### src/rtl/fpadd_align_stage.sv
// FP32 adder front end: orders a/b by magnitude, decodes hidden bits, computes the alignment shift, flags specials.
// Latency 1 cycle from acceptance to out_valid; throughput one operand pair per cycle.
// Backpressure: 1-entry skid buffer absorbs one pair while stalled; in_ready is registered (!skid_full).
//
// Ports:
//   clk, rst_n              clock, asynchronous active-low reset
//   in_valid/in_ready, a, b upstream handshake and raw IEEE-754 single operands
//   out_valid/out_ready     downstream handshake
//   large_*/small_*         mantissas {hidden,frac}, signs, effective exponent of larger operand
//   shift_n                 right shift for small_mant, saturated to SHIFT_SAT
//   special/special_res     result bypass for NaN/inf/zero cases
module fpadd_align_stage #(
    parameter logic [4:0]  SHIFT_SAT = 5'd27,
    parameter logic [31:0] QNAN      = 32'h7FC0_0000
) (
    input  logic        clk,
    input  logic        rst_n,
    input  logic        in_valid,
    output logic        in_ready,
    input  logic [31:0] a,
    input  logic [31:0] b,
    output logic        out_valid,
    input  logic        out_ready,
    output logic [23:0] large_mant,
    output logic [23:0] small_mant,
    output logic        large_sign,
    output logic        small_sign,
    output logic [7:0]  large_e,
    output logic [4:0]  shift_n,
    output logic        special,
    output logic [31:0] special_res
);

    // Packed field order: large_mant, small_mant, large_sign, small_sign, large_e, shift_n, special, special_res
    localparam int W = 24 + 24 + 1 + 1 + 8 + 5 + 1 + 32;

    logic [31:0]  w_large;
    logic [31:0]  w_small;
    logic [7:0]   w_eff_el;
    logic [7:0]   w_eff_es;
    logic [7:0]   w_ediff;
    logic [4:0]   w_shift;
    logic         w_a_nan, w_b_nan, w_a_inf, w_b_inf, w_a_zero, w_b_zero;
    logic         w_special;
    logic [31:0]  w_special_res;
    logic [W-1:0] w_nxt;
    logic         w_accept;
    logic         w_load_ok;

    logic [W-1:0] r_out;
    logic [W-1:0] r_skid;
    logic         r_out_vld;
    logic         r_skid_full;

    // Magnitude ordering; ties keep a as the large operand.
    always_comb begin
        if (b[30:0] > a[30:0]) begin
            w_large = b;
            w_small = a;
        end else begin
            w_large = a;
            w_small = b;
        end
    end

    // Denormals use effective exponent 1 with hidden bit 0.
    assign w_eff_el = (w_large[30:23] == 8'd0) ? 8'd1 : w_large[30:23];
    assign w_eff_es = (w_small[30:23] == 8'd0) ? 8'd1 : w_small[30:23];
    // Ordering guarantees eff_el >= eff_es, so the 8-bit difference never wraps.
    assign w_ediff  = w_eff_el - w_eff_es;
    assign w_shift  = (w_ediff > {3'd0, SHIFT_SAT}) ? SHIFT_SAT : w_ediff[4:0];

    assign w_a_nan  = (&a[30:23]) && (|a[22:0]);
    assign w_b_nan  = (&b[30:23]) && (|b[22:0]);
    assign w_a_inf  = (&a[30:23]) && (a[22:0] == 23'd0);
    assign w_b_inf  = (&b[30:23]) && (b[22:0] == 23'd0);
    assign w_a_zero = (a[30:0] == 31'd0);
    assign w_b_zero = (b[30:0] == 31'd0);

    always_comb begin
        w_special     = 1'b1;
        w_special_res = 32'd0;
        if (w_a_nan || w_b_nan) begin
            w_special_res = QNAN;
        end else if (w_a_inf && w_b_inf && (a[31] != b[31])) begin
            w_special_res = QNAN;
        end else if (w_a_inf) begin
            w_special_res = a;
        end else if (w_b_inf) begin
            w_special_res = b;
        end else if (w_a_zero && w_b_zero) begin
            w_special_res = {a[31] & b[31], 31'd0};
        end else if (w_a_zero) begin
            w_special_res = b;
        end else if (w_b_zero) begin
            w_special_res = a;
        end else begin
            w_special     = 1'b0;
        end
    end

    assign w_nxt = {(w_large[30:23] != 8'd0), w_large[22:0],
                    (w_small[30:23] != 8'd0), w_small[22:0],
                    w_large[31], w_small[31], w_eff_el, w_shift,
                    w_special, w_special_res};

    assign w_accept  = in_valid && !r_skid_full;
    // Output register may take new content when empty or being drained this cycle.
    assign w_load_ok = !r_out_vld || out_ready;

    always_ff @(posedge clk or negedge rst_n) begin
        if (!rst_n) begin
            r_out       <= '0;
            r_skid      <= '0;
            r_out_vld   <= 1'b0;
            r_skid_full <= 1'b0;
        end else if (w_load_ok) begin
            if (r_skid_full) begin
                // Skid holds the oldest pending entry; in_ready is low so no accept this cycle.
                r_out       <= r_skid;
                r_out_vld   <= 1'b1;
                r_skid_full <= 1'b0;
            end else if (w_accept) begin
                r_out       <= w_nxt;
                r_out_vld   <= 1'b1;
            end else begin
                r_out_vld   <= 1'b0;
            end
        end else if (w_accept) begin
            r_skid      <= w_nxt;
            r_skid_full <= 1'b1;
        end
    end

    assign in_ready  = !r_skid_full;
    assign out_valid = r_out_vld;
    assign {large_mant, small_mant, large_sign, small_sign, large_e, shift_n, special, special_res} = r_out;

endmodule

### config.mk
export PLATFORM = sky130hd
export DESIGN_NAME = fpadd_align_stage
export DESIGN_NICKNAME = d
export VERILOG_FILES = /design/src/rtl/fpadd_align_stage.sv
export SDC_FILE = /design/constraint.sdc
export NUM_CORES = 1
export LEC_CHECK = 0
export ABC_CLOCK_PERIOD_IN_PS = 1700
export BUFFER_PORTS_ARGS = -buffer_cell sky130_fd_sc_hd__buf_2
export CORE_MARGIN = 2
export CORE_UTILIZATION = 36
export DETAILED_ROUTE_END_ITERATION = 10
export GPL_TIMING_DRIVEN = 0
export SYNTH_ARGS = -nofsm -noshare
export SYNTH_HDL_FRONTEND = slang
export SYNTH_SLANG_ARGS = --single-unit
### constraint.sdc
create_clock -name clk -period 1.7 [get_ports clk]
set_input_delay 0.34 -clock clk [delete_from_list [all_inputs] [get_ports clk]]
set_output_delay 0.34 -clock clk [all_outputs]
set_load 0.05 [all_outputs]
# Word level (Yosys, flattened, before mapping)
# Index checks and enable logic that the tools add are counted.
[totals]
ff_bits = 194
inputBits = 68
out_inout_bits = 98
elab_cells = 63
[classes]
n_addsub = 1
magnitude_cmp = 2
eq_ne = 1
n_mux = 25
n_bitwise = 2
reduce_logical = 28
[op_table]
columns = ["cell", "count"]
rows = [
  ["32-bit 2-to-1 mux", 9],
  ["96-bit 2-to-1 mux", 2],
  ["31-bit zero test", 2],
  ["23-bit zero test", 2],
  ["23-bit OR reduction", 2],
  ["31-bit greater-than comparator", 1],
  ["8-bit zero test", 2],
  ["8-bit 2-to-1 mux", 2],
  ["8-bit AND reduction", 2],
  ["8-bit nonzero test", 2],
  ["1-bit 2-to-1 mux", 11],
  ["8-bit by 5-bit greater-than comparator with 1-bit output, second input constant", 1],
  ["1-bit logical AND", 8],
  ["8-bit subtractor", 1],
  ["5-bit 2-to-1 mux", 1],
  ["2-bit AND reduction", 2],
  ["2-bit nonzero test", 2],
  ["1-bit zero test", 2],
  ["1-bit logical OR", 2],
  ["1-bit AND", 1],
  ["1-bit != test", 1],
  ["1-bit inverter", 1],
]

# Logic depth before layout (Yosys ltp)
# Gate-level depths: netlist of the first run.
[logic_depth]
ltp_word = 10
depth_mapped = 20
mapped_depth_nobuf = 18

# Worst setup path before layout of the first run
# Ideal clock, no wire load.
[synth_timing]
path_kind = "input to register"
startpoint = "input a[16]"
endpoint = "register r_out[35]"
setup_time_ps = 65
arrival_ps = 4153
required_time_ps = 1635
setup_slack_ps = -2518
path_stages = 18
n_path_buf = 2
path_cell_list = "inv_1 > ha_1 > a21o_1 > a221o_1 > a221oi_1 > o21ai_1 > a21oi_2 > buf_6 > buf_6 > mux2i_1 > inv_1 > fa_1 > a21o_1 > a211o_1 > a311oi_1 > o21ai_0 > a31oi_1 > a31o_2"
[synth_between]
elab_chain_len = 9
word_cells_on_any_way = 12
cone_classes = "1 x add/sub; 2 x order compare; 7 x mux; 2 x reduce/logical"
[synth_rtl]
columns = ["item", "line", "rtl"]
rows = [
  ["start, declared", "20", "input logic [31:0] a,"],
  ["31-bit greater-than comparator *", "57", "if (b[30:0] > a[30:0]) begin"],
  ["32-bit 2-to-1 mux *", "57", ""],
  ["8-bit zero test", "67", "assign w_eff_el = (w_large[30:23] == 8'd0) ? 8'd1 : w_large[30:23];"],
  ["8-bit 2-to-1 mux *", "67", ""],
  ["named net w_eff_el[1]", "39", "logic [7:0] w_eff_el;"],
  ["8-bit subtractor *", "70", "assign w_ediff = w_eff_el - w_eff_es;"],
  ["8-bit by 5-bit greater-than comparator with 1-bit output", "71", "assign w_shift = (w_ediff > {3'd0, SHIFT_SAT}) ? SHIFT_SAT : w_ediff[4:0];"],
  ["5-bit 2-to-1 mux *", "71", ""],
  ["96-bit 2-to-1 mux *", "123", "end else if (w_accept) begin"],
  ["96-bit 2-to-1 mux *", "118", "if (r_skid_full) begin"],
  ["end signal, assigned", "120", "r_out <= r_skid;"],
  ["end signal, assigned", "124", "r_out <= w_nxt;"],
  ["end, declared", "50", "logic [W-1:0] r_out;"],
]
# Mark *: on every way through the listed nets, which the timed path passes. The rest lies on a longest branch. The select of a mux whose other input is x is not followed.
# A chain may end at the register's enable or synchronous reset.

# Worst setup path in the final report of the first run
[layout_timing]
startpoint = "input a[26]"
endpoint = "register r_out[33]"
[layout_between]
elab_chain_len = 9
word_cells_on_any_way = 12
cone_classes = "1 x add/sub; 2 x order compare; 7 x mux; 2 x reduce/logical"
[layout_rtl]
columns = ["item", "line"]
rows = [
  ["31-bit greater-than comparator", "57"],
  ["32-bit 2-to-1 mux", "57"],
  ["8-bit zero test, on equally long branches", "67, 68"],
  ["8-bit 2-to-1 mux, on equally long branches", "67, 68"],
  ["8-bit subtractor *", "70"],
  ["8-bit by 5-bit greater-than comparator with 1-bit output", "71"],
  ["5-bit 2-to-1 mux *", "71"],
  ["96-bit 2-to-1 mux *", "123"],
  ["96-bit 2-to-1 mux *", "118"],
]
# Mark *: on every way between the ends. The rest lies on a longest branch, timed or not. The select of a mux whose other input is x is not followed.

==> results of run 1 <==
## per-stage QoR
| step | setup TNS (ns) | total power, mW | setup WS, ns | hold slack [ns] | instances |
|---|---|---|---|---|---|
| floorplan | -98.26 | 9.493 | -2.170 | 0.04441 | 1067 |
| global placement | -811.48 | 10.99 | -3.383 | 0.4561 | 1610 |
| detailed placement | -235.51 | 11.08 | -3.055 | 0.4027 | 1611 |
| CTS | -115.10 | 15.89 | -2.173 | 0.2196 | 1679 |
| global route | -158.22 | 17.21 | -2.480 | 0.2412 | 1707 |
| finish | -145.81 | 16.45 | -2.338 | 0.2149 | 1708 |
## placed cells by master, fill, tap and decap left out, drive strengths merged, types with 2 or more instances in the layout
cell type  count
inv           49
clkinv         5
nor4          17
o22ai         25
and3           2
mux2i         59
dfrtp        194
nor2          65
nand4         11
o21a           5
a21oi        127
o21ai        163
nand3          2
a31oi          4
a211oi         4
mux2           2
o221ai         2
nand2         98
a22o           2
nor3b          2
buf          235
clkbuf        80
a21o           2
a211o          2
and2           2
diode          5
a22oi         31
or3           68
xor2           2
nor3           2
ha            39
a31o           2
a311oi         2
nand2b         5
## power by group through the flow
stage	Combinational, mW	Clock [mW]	Sequential, mW
finish	6.33	4.14	5.98
global route	6.76	4.37	6.08
CTS	5.73	4.19	5.97
detailed placement	5.02	0	6.06
global placement	4.94	0	6.04
floorplan	1.82	0	7.67
## cell type report
cell class / count / area, µm²
clock buffer: 17 / 425.4
antenna: 5 / 12.51
inverter: 42 / 187.7
sequential: 194 / 4856
clock inverter: 14 / 166.4
buffer: 72 / 554.3
timing repair buffer: 227 / 1829
fill: 2483 / 13300
tap: 378 / 473.0
multi-input combinational: 759 / 6056
## cell families after synthesis
logic type,synth area share
compound gates,0.2221
xor+xnor,0.002578
fa+ha+maj,0.04983
buf+inv,0.05400
flops,0.4762
mux,0.06051
simple gates,0.1348
## final timing paths
path | depth (start not counted) | startpoint | end | slack (ns)
worst min register to register | 2 | r_skid[42] | r_skid[42] | 0.48
worst min-delay path | 3 | a[15] | r_skid[87] | 0.21
worst max-delay path | 20 | a[26] | r_out[33] | -2.34
worst max register to register | 6 | out_valid | r_out[62] | -0.41
max in group asynchronous | 3 | rst_n | out_valid | 0.25
min in group asynchronous | 2 | rst_n | r_out[6] | 0.48
## flip-flops by register name, indices dropped and copies added, names as in the netlist
register,flops
r_out,96
r_skid,96
out_valid,1
r_skid_full,1
## metal layers
metal,up-vias,wire length [µm],global-route usage
met5,-,0,0
met1,4795,15690,0.3364
met2,369,17250,0.3850
met4,0,1219,0.09353
li1,4345,-,-
met3,76,2388,0.03365
## worst max-delay path, delay by kind of cell
family          cells  cell delay (ns)
compound gates      8             1.80
fa+ha+maj           3             0.78
buf+inv             5             0.45
mux                 1             0.21
simple gates        3             0.76
## cell usage after synthesis (2+ instances only)
cell type	number
mux2i_1	59
o221ai_1	2
nor4_2	3
a22oi_2	30
a211o_1	2
a21oi_1	124
o21ai_1	80
xor2_1	2
or3_1	66
buf_12	2
nor2_2	2
o22ai_1	23
nor3b_1	2
buf_6	10
nand4_1	11
ha_1	39
a211oi_1	4
o22ai_2	2
a31oi_1	4
inv_1	42
nand2_1	98
o21ai_0	82
a21o_1	2
nor4_1	14
a21oi_2	3
nand2b_1	5
clkbuf_1	58
or3_4	2
a31o_2	2
a22o_1	2
and3_1	2
o21a_1	5
nor2_1	63
nand3_1	2
dfrtp_1	194
nor3_1	2
a311oi_1	2
## timing repair
item	4_1_cts	5_1_grt
hold buffers	1	0
setup endpoints to repair	193	193
setup buffers	35	21
gates cloned	1	3
resized for setup	209	157
pin swaps	25	27
hold endpoints to repair	95	0
==> impl_results.html, run 1 <==
<table>
<tr><th>Metric</th><th>Value</th></tr>
<tr><th colspan="2">Run status</th></tr>
<tr><td>Outcome</td><td>complete, but fails checks</td></tr>
<tr><td>Failing checks</td><td>setup timing</td></tr>
<tr><th colspan="2">Final layout</th></tr>
<tr><td>Growth of design area from synthesis to finish</td><td>42.82%</td></tr>
<tr><td>Share of post-route cells with drive strength above 1</td><td>0.3887</td></tr>
<tr><td>Nets</td><td>1,421</td></tr>
<tr><td>Final core utilization</td><td>0.5227</td></tr>
<tr><td>Non-Filler Cell Area, Final</td><td>0.01456 mm²</td></tr>
<tr><th colspan="2">Worst setup path</th></tr>
<tr><td>Critical Path, Cell by Cell</td><td>buf_8, inv_4, ha_4, nand4_1, nor4_4, nand4_1, a311oi_2, a21oi_2, buf_6, buf_6, mux2_4, ha_4, inv_2, fa_2, a21o_1, a211o_1, a311oi_2, o21ai_2, a31oi_4, a31oi_2</td></tr>
<tr><td>Element type at the critical path start</td><td>input pin</td></tr>
<tr><td>Largest fanout of any net on the critical path</td><td>6</td></tr>
<tr><td>Worst path max stage delay</td><td>0.39 ns</td></tr>
<tr><td>Crit Path Class</td><td>in2reg</td></tr>
<tr><td>Worst path required time</td><td>2.00 ns</td></tr>
<tr><td>Arrival time reported for the critical path endpoint</td><td>4.34 ns</td></tr>
<tr><td>Cell with the largest stage delay on the worst path</td><td>fa_2</td></tr>
<tr><td>Kind of end point of the critical path</td><td>flop</td></tr>
<tr><th colspan="2">Clocking</th></tr>
<tr><td>Cell at the root of the clock tree</td><td>clkbuf_16</td></tr>
<tr><td>Clock Pin Slew Worst Setup and Hold Paths</td><td>0.08 ns</td></tr>
<tr><td>Clock tree from TritonCTS</td><td>yes</td></tr>
<tr><td>Clock Sink Count</td><td>194</td></tr>
<tr><td>Number of buffers added by the clock tree synthesis step</td><td>17</td></tr>
<tr><td>Depth of the CTS H-tree</td><td>4</td></tr>
<tr><td>Bufs on Longest Clock Path</td><td>2</td></tr>
<tr><td>Clock latency of the later-clocked register in the worst-skew pair</td><td>0.45 ns</td></tr>
<tr><th colspan="2">Pwr</th></tr>
<tr><td>Internal Pwr Total</td><td>9.730 mW</td></tr>
<tr><td>Switching power summed over all nets</td><td>6.723 mW</td></tr>
<tr><td>Comb power frac</td><td>0.385</td></tr>
<tr><td>Leakage power summed over all cells</td><td>6.009 nW</td></tr>
<tr><td>Clock Power Share</td><td>0.252</td></tr>
<tr><td>Register share of total power</td><td>0.363</td></tr>
<tr><td>Net switching share of the total power</td><td>0.4086</td></tr>
<tr><td>Cell Pwr Density</td><td>1130 mW/mm²</td></tr>
<tr><td>Max rail drop VDD</td><td>622.6 µV</td></tr>
<tr><th colspan="2">Die</th></tr>
<tr><td>Die Outline Area</td><td>0.02968 mm²</td></tr>
<tr><td>Cell row count</td><td>61</td></tr>
<tr><td>Core ar.</td><td>0.02786 mm²</td></tr>
<tr><td>Height of the chip</td><td>172.3 µm</td></tr>
<tr><td>Effective utilization at floorplan</td><td>0.3660</td></tr>
<tr><td>Horizontal die dimension</td><td>172.3 µm</td></tr>
<tr><td>I/O pin cnt</td><td>166</td></tr>
<tr><th colspan="2">Synthesis</th></tr>
<tr><td>Area of the mapped netlist</td><td>0.01019 mm²</td></tr>
<tr><td>Total number of yosys warnings</td><td>0</td></tr>
<tr><td>Commonest register cell after synthesis</td><td>dfrtp_1</td></tr>
<tr><td>Average footprint of a synthesized cell</td><td>9.555 µm²</td></tr>
<tr><td>Number of nets produced by synthesis</td><td>1,175</td></tr>
<tr><td>Cell accounting for the most synthesized area</td><td>dfrtp_1</td></tr>
<tr><td>Synth Instances</td><td>1,067</td></tr>
<tr><td>Seq cells post-synth</td><td>194</td></tr>
<tr><td>Number of enable flip-flop cells after synthesis</td><td>0</td></tr>
<tr><td>Number of distinct library cell variants in the gate-level netlist after synthesis</td><td>57</td></tr>
<tr><td>Top cells by area, synth</td><td>dfrtp_1, a21oi_1, mux2i_1, ha_1, or3_1</td></tr>
<tr><td>Fraction of synthesized cell area taken by the top area cell type</td><td>0.4762</td></tr>
<tr><td>Async SR Flop Fraction</td><td>1.000</td></tr>
<tr><td>Sequential share of the synthesized area</td><td>0.4762</td></tr>
<tr><th colspan="2">Job</th></tr>
<tr><td>Number of max-cap violations</td><td>0</td></tr>
<tr><th colspan="2">STA</th></tr>
<tr><td>Final worst path period share</td><td>2.375</td></tr>
<tr><td>Final critical-path required period</td><td>4.038 ns</td></tr>
<tr><td>Setup violation total in the final timing report</td><td>192</td></tr>
<tr><td>Worst rel slew slack</td><td>0.4219</td></tr>
<tr><td>Final number of hold-violating endpoints</td><td>0</td></tr>
<tr><td>Post-route clock skew</td><td>0.01435 ns</td></tr>
<tr><td>Maximum operating frequency</td><td>247.6 MHz</td></tr>
<tr><td>Measured slew at the worst slew-check pin</td><td>0.8671 ns</td></tr>
<tr><td>Number of pins with negative max-slew slack in the final report</td><td>0</td></tr>
<tr><td>RSZ-0062 raised after global routing</td><td>true</td></tr>
<tr><td>Final worst slack</td><td>-2.338 ns</td></tr>
<tr><th colspan="2">Route</th></tr>
<tr><td>Routed via count</td><td>9,585</td></tr>
<tr><td>Number of detailed-route iterations in the first pass</td><td>5</td></tr>
<tr><td>Number of nets still failing antenna checks after routing</td><td>0</td></tr>
<tr><td># DRC</td><td>0</td></tr>
<tr><td>Detailed-route vias per instance</td><td>5.612</td></tr>
<tr><td>Average wire per standard cell</td><td>21.40 µm</td></tr>
<tr><td>Number of DRC markers after the initial detailed-route iteration</td><td>774</td></tr>
<tr><td>WL final</td><td>36,550 µm</td></tr>
<tr><th colspan="2">Global routing</th></tr>
<tr><td>Largest net degree at the start of global routing</td><td>100</td></tr>
<tr><td>Via count of the first global-routing pass</td><td>9,236</td></tr>
<tr><td>First-pass GRT wire length</td><td>53,960 µm</td></tr>
<tr><td>Number of antenna violations at the first check in global routing</td><td>4</td></tr>
<tr><td>Total GRT Usage</td><td>0.2423</td></tr>
<tr><td>Overall overflow remaining after global route</td><td>0</td></tr>
<tr><th colspan="2">Placement</th></tr>
<tr><td>Placed wire-length estimate</td><td>25,290 µm</td></tr>
<tr><td>Routability congestion estimate</td><td>0.9232</td></tr>
<tr><td>Post-Place Cell Area</td><td>0.01173 mm²</td></tr>
<tr><td>Number of input and output port buffers inserted</td><td>165</td></tr>
<tr><th colspan="2">Worst hold path</th></tr>
<tr><td>Min-delay worst type</td><td>in2reg</td></tr>
</table>
No activity file was read; power rests on OpenSTA's default activity.
==> run 2: changes to the inputs <==
--- a/config.mk
+++ b/config.mk
@@ -7,10 +7,13 @@
 export LEC_CHECK = 0
 export ABC_CLOCK_PERIOD_IN_PS = 1700
 export BUFFER_PORTS_ARGS = -buffer_cell sky130_fd_sc_hd__buf_2
+export CELL_PAD_IN_SITES_DETAIL_PLACEMENT = 2
+export CELL_PAD_IN_SITES_GLOBAL_PLACEMENT = 2
 export CORE_MARGIN = 2
-export CORE_UTILIZATION = 36
+export CORE_UTILIZATION = 32
 export DETAILED_ROUTE_END_ITERATION = 10
 export GPL_TIMING_DRIVEN = 0
+export PLACE_DENSITY_LB_ADDON = 0.1
 export SYNTH_ARGS = -nofsm -noshare
 export SYNTH_HDL_FRONTEND = slang
 export SYNTH_SLANG_ARGS = --single-unit
==> impl_results.html, run 2 (synthesis gave the netlist of run 1 again) <==
<table>
<tr><th>Metric</th><th>Value</th></tr>
<tr><th colspan="2">Pwr</th></tr>
<tr><td>Internal Pwr Total</td><td>9.552 mW (-1.8%)</td></tr>
<tr><td>Overall power consumption</td><td>16.68 mW (+1.4%)</td></tr>
<tr><td>Register share of total power</td><td>0.363 (about the same)</td></tr>
<tr><td>Cell Pwr Density</td><td>1160 mW/mm² (+2.7%)</td></tr>
<tr><td>Switching power summed over all nets</td><td>7.128 mW (+6.0%)</td></tr>
<tr><td>Net switching share of the total power</td><td>0.4273 (+0.01874)</td></tr>
<tr><td>Clock Power Share</td><td>0.245 (-0.007)</td></tr>
<tr><td>Comb power frac</td><td>0.391 (+0.006)</td></tr>
<tr><td>Leakage power summed over all cells</td><td>5.905 nW (-1.7%)</td></tr>
<tr><td>Max rail drop VDD</td><td>747.4 µV (+20%)</td></tr>
<tr><th colspan="2">Route</th></tr>
<tr><td>Number of DRC markers after the initial detailed-route iteration</td><td>713 (-7.9%)</td></tr>
<tr><td>Routed via count</td><td>9,921 (+3.5%)</td></tr>
<tr><td>Average wire per standard cell</td><td>28.41 µm (+33%)</td></tr>
<tr><td>Number of detailed-route iterations in the first pass</td><td>5 (unchanged)</td></tr>
<tr><td>WL final</td><td>49,110 µm (+34%)</td></tr>
<tr><td>Detailed-route vias per instance</td><td>5.738 (+2.2%)</td></tr>
<tr><td>Number of nets still failing antenna checks after routing</td><td>0 (unchanged)</td></tr>
<tr><td># DRC</td><td>0 (unchanged)</td></tr>
<tr><th colspan="2">Job</th></tr>
<tr><td>Number of max-cap violations</td><td>0 (unchanged)</td></tr>
<tr><th colspan="2">Final layout</th></tr>
<tr><td>Share of post-route cells with drive strength above 1</td><td>0.3575 (-0.03116)</td></tr>
<tr><td>Leading cell types in the layout, fill and taps excluded</td><td>dfrtp_1, buf_2, a21oi_1</td></tr>
<tr><td>Nets</td><td>1,419 (-0.14%)</td></tr>
<tr><td>Most common cell after layout, fill and taps aside</td><td>dfrtp_1</td></tr>
<tr><td>Non-Filler Cell Area, Final</td><td>0.01438 mm² (-1.2%)</td></tr>
<tr><td>Number of inserted filler cells in the final layout</td><td>3,298 (+33%)</td></tr>
<tr><td>Largest registers in the final layout</td><td>r_out x96, r_skid x96</td></tr>
<tr><td>Growth of design area from synthesis to finish</td><td>41.04%</td></tr>
<tr><td>Final core utilization</td><td>0.4568 (-0.06581)</td></tr>
<tr><th colspan="2">Placement</th></tr>
<tr><td>Placed wire-length estimate</td><td>30,210 µm (+19%)</td></tr>
<tr><td>Number of input and output port buffers inserted</td><td>165 (unchanged)</td></tr>
<tr><td>Routability congestion estimate</td><td>0.8386 (-9.2%)</td></tr>
<tr><td>Pre-CTS WS</td><td>-3.177 ns (-0.1223 ns)</td></tr>
<tr><td>Post-Place Cell Area</td><td>0.01176 mm² (+0.26%)</td></tr>
<tr><th colspan="2">Global routing</th></tr>
<tr><td>Overall overflow remaining after global route</td><td>0 (unchanged)</td></tr>
<tr><td>First-pass GRT wire length</td><td>69,760 µm (+29%)</td></tr>
<tr><td>Largest net degree at the start of global routing</td><td>114 (+14%)</td></tr>
<tr><td>Number of antenna violations at the first check in global routing</td><td>4 (unchanged)</td></tr>
<tr><td>Total GRT Usage</td><td>0.2808 (+0.03847)</td></tr>
<tr><td>Via count of the first global-routing pass</td><td>10,800 (+17%)</td></tr>
<tr><th colspan="2">Run status</th></tr>
<tr><td>Failing checks</td><td>setup timing</td></tr>
<tr><td>Outcome</td><td>complete, but fails checks</td></tr>
<tr><th colspan="2">STA</th></tr>
<tr><td>Final worst path period share</td><td>2.480 (+0.1046)</td></tr>
<tr><td>Setup violation total in the final timing report</td><td>193 (+0.52%)</td></tr>
<tr><td>Final critical-path required period</td><td>4.216 ns (+0.1778 ns)</td></tr>
<tr><td>Worst rel slew slack</td><td>0.4625 (+0.04061)</td></tr>
<tr><td>Number of pins with negative max-slew slack in the final report</td><td>0 (unchanged)</td></tr>
<tr><td>Hold Worst Slack</td><td>0.2420 ns (+0.02714 ns)</td></tr>
<tr><td>Final number of hold-violating endpoints</td><td>0 (unchanged)</td></tr>
<tr><td>Final worst slack</td><td>-2.516 ns (-0.1778 ns)</td></tr>
<tr><td>Maximum operating frequency</td><td>237.2 MHz (-4.2%)</td></tr>
<tr><td>RSZ-0062 raised after global routing</td><td>true</td></tr>
<tr><td>Post-route clock skew</td><td>0.01333 ns (-0.001026 ns)</td></tr>
<tr><td>Measured slew at the worst slew-check pin</td><td>0.8062 ns (-0.06092 ns)</td></tr>
<tr><th colspan="2">Die</th></tr>
<tr><td>Core ar.</td><td>0.03147 mm² (+13%)</td></tr>
<tr><td>Cell row count</td><td>65 (+6.6%)</td></tr>
<tr><td>Effective utilization at floorplan</td><td>0.3239 (-0.04204)</td></tr>
<tr><td>Height of the chip</td><td>182.5 µm (+5.9%)</td></tr>
<tr><td>I/O pin cnt</td><td>166 (unchanged)</td></tr>
<tr><td>Horizontal die dimension</td><td>182.5 µm (+5.9%)</td></tr>
<tr><td>Die Outline Area</td><td>0.03330 mm² (+12%)</td></tr>
<tr><th colspan="2">Worst setup path</th></tr>
<tr><td>Critical path startpoint</td><td>b[17]</td></tr>
<tr><td>Worst reg2reg path startpoint</td><td>out_valid</td></tr>
<tr><td>Timing endpoint of the critical path</td><td>r_skid[35]</td></tr>
<tr><td>Number of cell instances on the worst register-to-register path</td><td>6 (unchanged)</td></tr>
<tr><td>Kind of end point of the critical path</td><td>flop</td></tr>
<tr><td>Largest fanout of any net on the critical path</td><td>10 (+4)</td></tr>
<tr><td>Worst path required time</td><td>2.04 ns (+0.04 ns)</td></tr>
<tr><td>Destination of the worst register-to-register timing path</td><td>r_out[58]</td></tr>
<tr><td>Crit Path Class</td><td>in2reg</td></tr>
<tr><td>Element type at the critical path start</td><td>input pin</td></tr>
<tr><td>Setup slack, reg-to-reg</td><td>-0.69 ns (-0.28 ns)</td></tr>
<tr><td>Arrival time reported for the critical path endpoint</td><td>4.56 ns (+0.22 ns)</td></tr>
<tr><th colspan="2">Clocking</th></tr>
<tr><td>Clock tree from TritonCTS</td><td>yes</td></tr>
<tr><td>Cell at the root of the clock tree</td><td>clkbuf_16</td></tr>
<tr><td>Depth of the CTS H-tree</td><td>4 (unchanged)</td></tr>
<tr><td>Clock Pin Slew Worst Setup and Hold Paths</td><td>0.08 ns (about the same)</td></tr>
<tr><td>Clock Sink Count</td><td>194 (unchanged)</td></tr>
<tr><td>Number of buffers added by the clock tree synthesis step</td><td>17 (unchanged)</td></tr>
<tr><td>Bufs on Longest Clock Path</td><td>2 (unchanged)</td></tr>
<tr><td>Clock latency of the later-clocked register in the worst-skew pair</td><td>0.46 ns (about the same)</td></tr>
<tr><th colspan="2">Worst hold path</th></tr>
<tr><td>Min-delay worst type</td><td>in2reg</td></tr>
</table>
run 2: cell types whose count changed in the layout (fill, tap and decap cells not counted), moves of 5 or more:
cell      delta
a21oi_1     +28
a21oi_2     -28
buf_4       +15
o21ai_1     +11
clkbuf_2    -10
o21ai_2     -10
buf_2        -8
clkbuf_1     +8
buf_6        -5
run 2: final cells by class:
class	count	area, µm²	share of cell area
Antenna cell	4	10.01	0.0006961
Buffer	71	525.5	0.03655
Clock buffer	18	439.2	0.03054
Clock inverter	13	123.9	0.008615
Inverter	42	183.9	0.01279
Multi-Input combinational cell	759	5961	0.4145
Sequential cell	194	4857	0.3378
Tap cell	402	503.0	0.03498
Timing Repair Buffer	226	1775	0.1235
run 2: through the flow:
| step | setup TNS [ns] | instances |
|---|---|---|
| floorplan | -98.26 | 1067 |
| global placement | -900.14 | 1634 |
| detailed placement | -272.93 | 1635 |
| CTS | -216.87 | 1719 |
| global route | -183.36 | 1729 |
| finish | -165.02 | 1729 |
run 2: power by group through the flow:
| stage | Combinational [mW] | Clock, mW | Sequential (mW) |
|---|---|---|---|
| floorplan | 1.82 | 0 | 7.67 |
| global placement | 5.02 | 0 | 6.06 |
| detailed placement | 5.14 | 0 | 6.10 |
| CTS | 6.06 | 4.12 | 6.03 |
| global route | 6.90 | 4.35 | 6.16 |
| finish | 6.53 | 4.09 | 6.06 |
run 2: layer usage:
layer / vias to the layer above / GRT usage / routed length [µm]
li1: 4356 / - / -
met1: 5172 / 0.3764 / 21870
met2: 287 / 0.4578 / 23470
met3: 106 / 0.03951 / 1872
met4: 0 / 0.1135 / 1906
met5: - / 0 / 0
run 2: worst max-delay path, cell delays in order:
cell and delay (ns):
buf_4 0.17, ha_4 0.25, and2_4 0.14, a221o_1 0.34, a221oi_2 0.34, o21ai_2 0.15
a21oi_2 0.19, buf_6 0.17, buf_12 0.15, buf_4 0.19, nor2_2 0.05, a21oi_2 0.17
ha_1 0.26, nor2b_1 0.15, o31a_1 0.27, o21ai_1 0.25, a21oi_1 0.16, o21ai_2 0.35
a31oi_4 0.12, a31o_2 0.31
run 2: timing repair:
action	4_1_cts	5_1_grt
hold endpoints to repair	81	0
gates resized for setup	264	86
buffers inserted	52	17
endpoints found under the setup margin	193	212
cloned	1	1
pin swaps	27	19
hold buffers	1	0
run 2: worst min path at each step:
| stage | startpoint | endpoint | slack, ns | cells after the start |
|---|---|---|---|---|
| after floorplan | rst_n | out_valid | 0.04 | 0 |
| after global placement | r_skid[42] | r_skid[42] | 0.46 | 2 |
| after detailed placement | rst_n | r_out[55] | 0.39 | 1 |
| after CTS | in_valid | out_valid | 0.23 | 3 |
| after global routing | a[15] | r_skid[63] | 0.24 | 3 |
| final | in_valid | out_valid | 0.24 | 3 |
==> run 3: changes to the inputs <==
==> config.mk (replaced) <==
export PLATFORM = sky130hd
export DESIGN_NAME = fpadd_align_stage
export DESIGN_NICKNAME = d
export VERILOG_FILES = /design/src/rtl/fpadd_align_stage.sv
export SDC_FILE = /design/constraint.sdc
export NUM_CORES = 1
export LEC_CHECK = 0
export ABC_CLOCK_PERIOD_IN_PS = 4900
export BUFFER_PORTS_ARGS = -buffer_cell sky130_fd_sc_hd__buf_2
export CELL_PAD_IN_SITES_DETAIL_PLACEMENT = 2
export CELL_PAD_IN_SITES_GLOBAL_PLACEMENT = 2
export CORE_MARGIN = 2
export CORE_UTILIZATION = 38
export DETAILED_ROUTE_END_ITERATION = 10
export GPL_TIMING_DRIVEN = 0
export PLACE_DENSITY_LB_ADDON = 0.12
export SLEW_MARGIN = 10
export SYNTH_ARGS = -nofsm -noshare
export SYNTH_HDL_FRONTEND = slang
export SYNTH_SLANG_ARGS = --single-unit
==> constraint.sdc (replaced) <==
create_clock -name clk -period 4.9 [get_ports clk]
set_input_delay 0.98 -clock clk [delete_from_list [all_inputs] [get_ports clk]]
set_output_delay 0.98 -clock clk [all_outputs]
set_load 0.05 [all_outputs]
==> impl_results.html, run 3 (synthesis gave the netlist of run 1 again) <==
<table>
<tr><th>Metric</th><th>Value</th></tr>
<tr><th colspan="2">Route</th></tr>
<tr><td>WL final</td><td>41,790 µm (-15%)</td></tr>
<tr><td>Detailed-route vias per instance</td><td>5.951 (+3.7%)</td></tr>
<tr><td># DRC</td><td>0 (unchanged)</td></tr>
<tr><td>Number of DRC markers after the initial detailed-route iteration</td><td>555 (-22%)</td></tr>
<tr><td>Number of detailed-route iterations in the first pass</td><td>5 (unchanged)</td></tr>
<tr><td>Average wire per standard cell</td><td>25.83 µm (-9.1%)</td></tr>
<tr><td>Routed via count</td><td>9,629 (-2.9%)</td></tr>
<tr><td>Number of nets still failing antenna checks after routing</td><td>0 (unchanged)</td></tr>
<tr><th colspan="2">Clocking</th></tr>
<tr><td>Bufs on Longest Clock Path</td><td>2 (unchanged)</td></tr>
<tr><td>Clock tree from TritonCTS</td><td>yes</td></tr>
<tr><td>Cell at the root of the clock tree</td><td>clkbuf_16</td></tr>
<tr><td>Number of buffers added by the clock tree synthesis step</td><td>17 (unchanged)</td></tr>
<tr><td>Clock Pin Slew Worst Setup and Hold Paths</td><td>0.09 ns (about the same)</td></tr>
<tr><td>Number of hold-repair buffers added at the cts stage</td><td>0 (-1)</td></tr>
<tr><td>Clock latency of the later-clocked register in the worst-skew pair</td><td>0.46 ns (about the same)</td></tr>
<tr><td>Depth of the CTS H-tree</td><td>4 (unchanged)</td></tr>
<tr><td>Clock Sink Count</td><td>194 (unchanged)</td></tr>
<tr><th colspan="2">STA</th></tr>
<tr><td>Measured slew at the worst slew-check pin</td><td>1.219 ns (+0.4123 ns)</td></tr>
<tr><td>Final worst path period share</td><td>0.9991</td></tr>
<tr><td>Post-route clock skew</td><td>0.01940 ns (+0.006073 ns)</td></tr>
<tr><td>Hold Worst Slack</td><td>0.4879 ns (+0.2459 ns)</td></tr>
<tr><td>Final number of hold-violating endpoints</td><td>0 (unchanged)</td></tr>
<tr><td>Worst rel slew slack</td><td>0.1822 (-0.2803)</td></tr>
<tr><td>Setup violation total in the final timing report</td><td>0 (-100%)</td></tr>
<tr><td>Number of pins with negative max-slew slack in the final report</td><td>0 (unchanged)</td></tr>
<tr><td>Final critical-path required period</td><td>4.896 ns</td></tr>
<tr><td>Maximum operating frequency</td><td>204.3 MHz</td></tr>
<tr><th colspan="2">Global routing</th></tr>
<tr><td>Met2 Resource Use GR</td><td>0.4964 (+0.03861)</td></tr>
<tr><td>Largest net degree at the start of global routing</td><td>104 (-8.8%)</td></tr>
<tr><td>Grt met3 use</td><td>0.04607 (+0.006561)</td></tr>
<tr><td>Total GRT Usage</td><td>0.2889 (+0.008173)</td></tr>
<tr><td>Via count of the first global-routing pass</td><td>10,240 (-5.2%)</td></tr>
<tr><td>Met1 Track Usage GR</td><td>0.3731 (-0.003328)</td></tr>
<tr><td>Overall overflow remaining after global route</td><td>0 (unchanged)</td></tr>
<tr><td>Most Used Layer, Global Route</td><td>met2</td></tr>
<tr><td>First-pass GRT wire length</td><td>62,120 µm (-11%)</td></tr>
<tr><td>Number of antenna violations at the first check in global routing</td><td>5 (+1)</td></tr>
<tr><th colspan="2">Die</th></tr>
<tr><td>Cell row count</td><td>59 (-9.2%)</td></tr>
<tr><td>Horizontal die dimension</td><td>167.8 µm (-8.1%)</td></tr>
<tr><td>Height of the chip</td><td>167.8 µm (-8.1%)</td></tr>
<tr><td>Die Outline Area</td><td>0.02816 mm² (-15%)</td></tr>
<tr><td>Core ar.</td><td>0.02621 mm² (-17%)</td></tr>
<tr><td>Effective utilization at floorplan</td><td>0.3890 (+0.06511)</td></tr>
<tr><td>I/O pin cnt</td><td>166 (unchanged)</td></tr>
<tr><th colspan="2">Pwr</th></tr>
<tr><td>Max rail drop VDD</td><td>167.2 µV (-78%)</td></tr>
<tr><td>Overall power consumption</td><td>5.405 mW (-68%)</td></tr>
<tr><td>Cell Pwr Density</td><td>432.4 mW/mm² (-63%)</td></tr>
<tr><td>Leakage power summed over all cells</td><td>5.505 nW (-6.8%)</td></tr>
<tr><th colspan="2">Worst setup path</th></tr>
<tr><td>Library cell appearing most often on the critical path</td><td>buf_4</td></tr>
<tr><td>Worst path required time</td><td>5.24 ns (+3.20 ns)</td></tr>
<tr><td>Crit Path Class</td><td>in2reg</td></tr>
<tr><td>Arrival time reported for the critical path endpoint</td><td>5.24 ns (+0.68 ns)</td></tr>
<tr><td>Setup slack, reg-to-reg</td><td>1.23 ns (+1.92 ns)</td></tr>
<tr><td>Critical Path, Cell by Cell</td><td>buf_4, inv_1, ha_1, nand4_1, nor4_4, buf_4, buf_4, a221oi_4, o21ai_2, a21oi_2, buf_6, buf_12, mux2i_4, ha_4, inv_1, fa_2, a21o_1, a211o_1, a211oi_2, a311oi_2, o21ai_2, a31oi_2, buf_4, a31o_2</td></tr>
<tr><td>Worst path max stage delay</td><td>0.39 ns (+0.04 ns)</td></tr>
<tr><td>Element type at the critical path start</td><td>input pin</td></tr>
<tr><td>Largest fanout of any net on the critical path</td><td>6 (-4)</td></tr>
<tr><td>Cell with the largest stage delay on the worst path</td><td>fa_2</td></tr>
<tr><td>Number of cell instances on the worst register-to-register path</td><td>8 (+2)</td></tr>
<tr><td>Kind of end point of the critical path</td><td>flop</td></tr>
<tr><th colspan="2">Final layout</th></tr>
<tr><td>Most common cell after layout, fill and taps aside</td><td>dfrtp_1</td></tr>
<tr><td>Leading cell types in the layout, fill and taps excluded</td><td>dfrtp_1, buf_2, a21oi_1</td></tr>
<tr><td>Post-layout instance count excluding filler cells</td><td>1,618 (-6.4%)</td></tr>
<tr><td>Share of post-route cells with drive strength above 1</td><td>0.2377 (-0.1198)</td></tr>
<tr><td>Nets</td><td>1,374 (-3.2%)</td></tr>
<tr><td>Largest registers in the final layout</td><td>r_out x96, r_skid x96</td></tr>
<tr><td>Growth of design area from synthesis to finish</td><td>22.63%</td></tr>
<tr><th colspan="2">Placement</th></tr>
<tr><td>Number of cells after detailed placement</td><td>1,568 (-4.1%)</td></tr>
<tr><td>Routability congestion estimate</td><td>0.8880 (+5.9%)</td></tr>
<tr><td>Placed wire-length estimate</td><td>29,170 µm (-3.5%)</td></tr>
<tr><td>Number of input and output port buffers inserted</td><td>165 (unchanged)</td></tr>
<tr><th colspan="2">Worst hold path</th></tr>
<tr><td>Number of cells on the worst hold path</td><td>2 (-1)</td></tr>
<tr><td>Min-delay worst type</td><td>reg2reg</td></tr>
<tr><th colspan="2">Run status</th></tr>
<tr><td>Outcome</td><td>completed</td></tr>
<tr><th colspan="2">Job</th></tr>
<tr><td>Number of max-cap violations</td><td>0 (unchanged)</td></tr>
</table>
==> run 3: changes by cell type in the layout (fill, tap and decap cells not counted), moves of 18 or more <==
cell | previous run | this run
buf_2 | 128 | 150
buf_12 | 23 | 5
mux2i_1 | 1 | 56
clkbuf_1 | 38 | 59
buf_4 | 50 | 22
mux2i_4 | 57 | 3
==> run 3: cell type report <==
| type | instances | area (µm²) |
|---|---|---|
| antenna | 4 | 10.01 |
| tap | 335 | 419.2 |
| multi-input combinational | 759 | 5036 |
| clock inverter | 14 | 161.4 |
| inverter | 42 | 157.7 |
| clock buffer | 18 | 429.2 |
| buffer | 72 | 410.4 |
| timing repair buffer | 180 | 1023 |
| fill | 2825 | 13700 |
| sequential | 194 | 4855 |
==> run 3: report_power, final <==
| group | switching [mW] | total, mW | internal, mW |
|---|---|---|---|
| clock | 0.755 | 1.44 | 0.690 |
| sequential | 0.180 | 2.09 | 1.91 |
| combinational | 1.37 | 1.88 | 0.504 |
==> run 3: repair_timing <==
item	4_1_cts	5_1_grt
setup endpoints to repair	10	10
gates resized for setup	15	57
endpoints found under the hold margin	0	0
pin swaps	4	15
setup buffers	5	9
cloned	0	0
==> run 3: per-stage QoR <==
stage | utilization | setup TNS (ns) | instance area (µm²) | setup slack, ns
floorplan | - | 0 | 10190 | 0.04223
global placement | 0.4365 | -124.69 | 11440 | -0.9508
detailed placement | 0.4380 | -9.478 | 11480 | -1.058
CTS | 0.4651 | 0 | 12190 | 0.008010
global route | 0.4768 | -0.3163 | 12490 | -0.1136
finish | 0.4771 | 0 | 12500 | 0.004263
==> run 3: worst max-delay path: cells and delay by family <==
family	cells	cell delay (ns)
compound gates	10	1.82
buf+inv	8	1.02
fa+ha+maj	3	0.88
simple gates	2	0.29
mux	1	0.25
==> run 3: metal layers <==
metal,share of wire,routed length [µm]
met1,0.42,17420
met2,0.51,21100
met3,0.044,1846
met4,0.033,1381
met5,0.00081,34
==> run 3: path summary, 6_finish.rpt <==
path | startpoint | to
worst max-delay path | a[27] | r_skid[35]
worst min-delay path | r_out[32] | r_out[32]
worst max register to register | r_skid_full | r_skid[20]
worst min register to register | r_out[32] | r_out[32]
max in group asynchronous | rst_n | r_skid[28]
min in group asynchronous | rst_n | r_out[58]
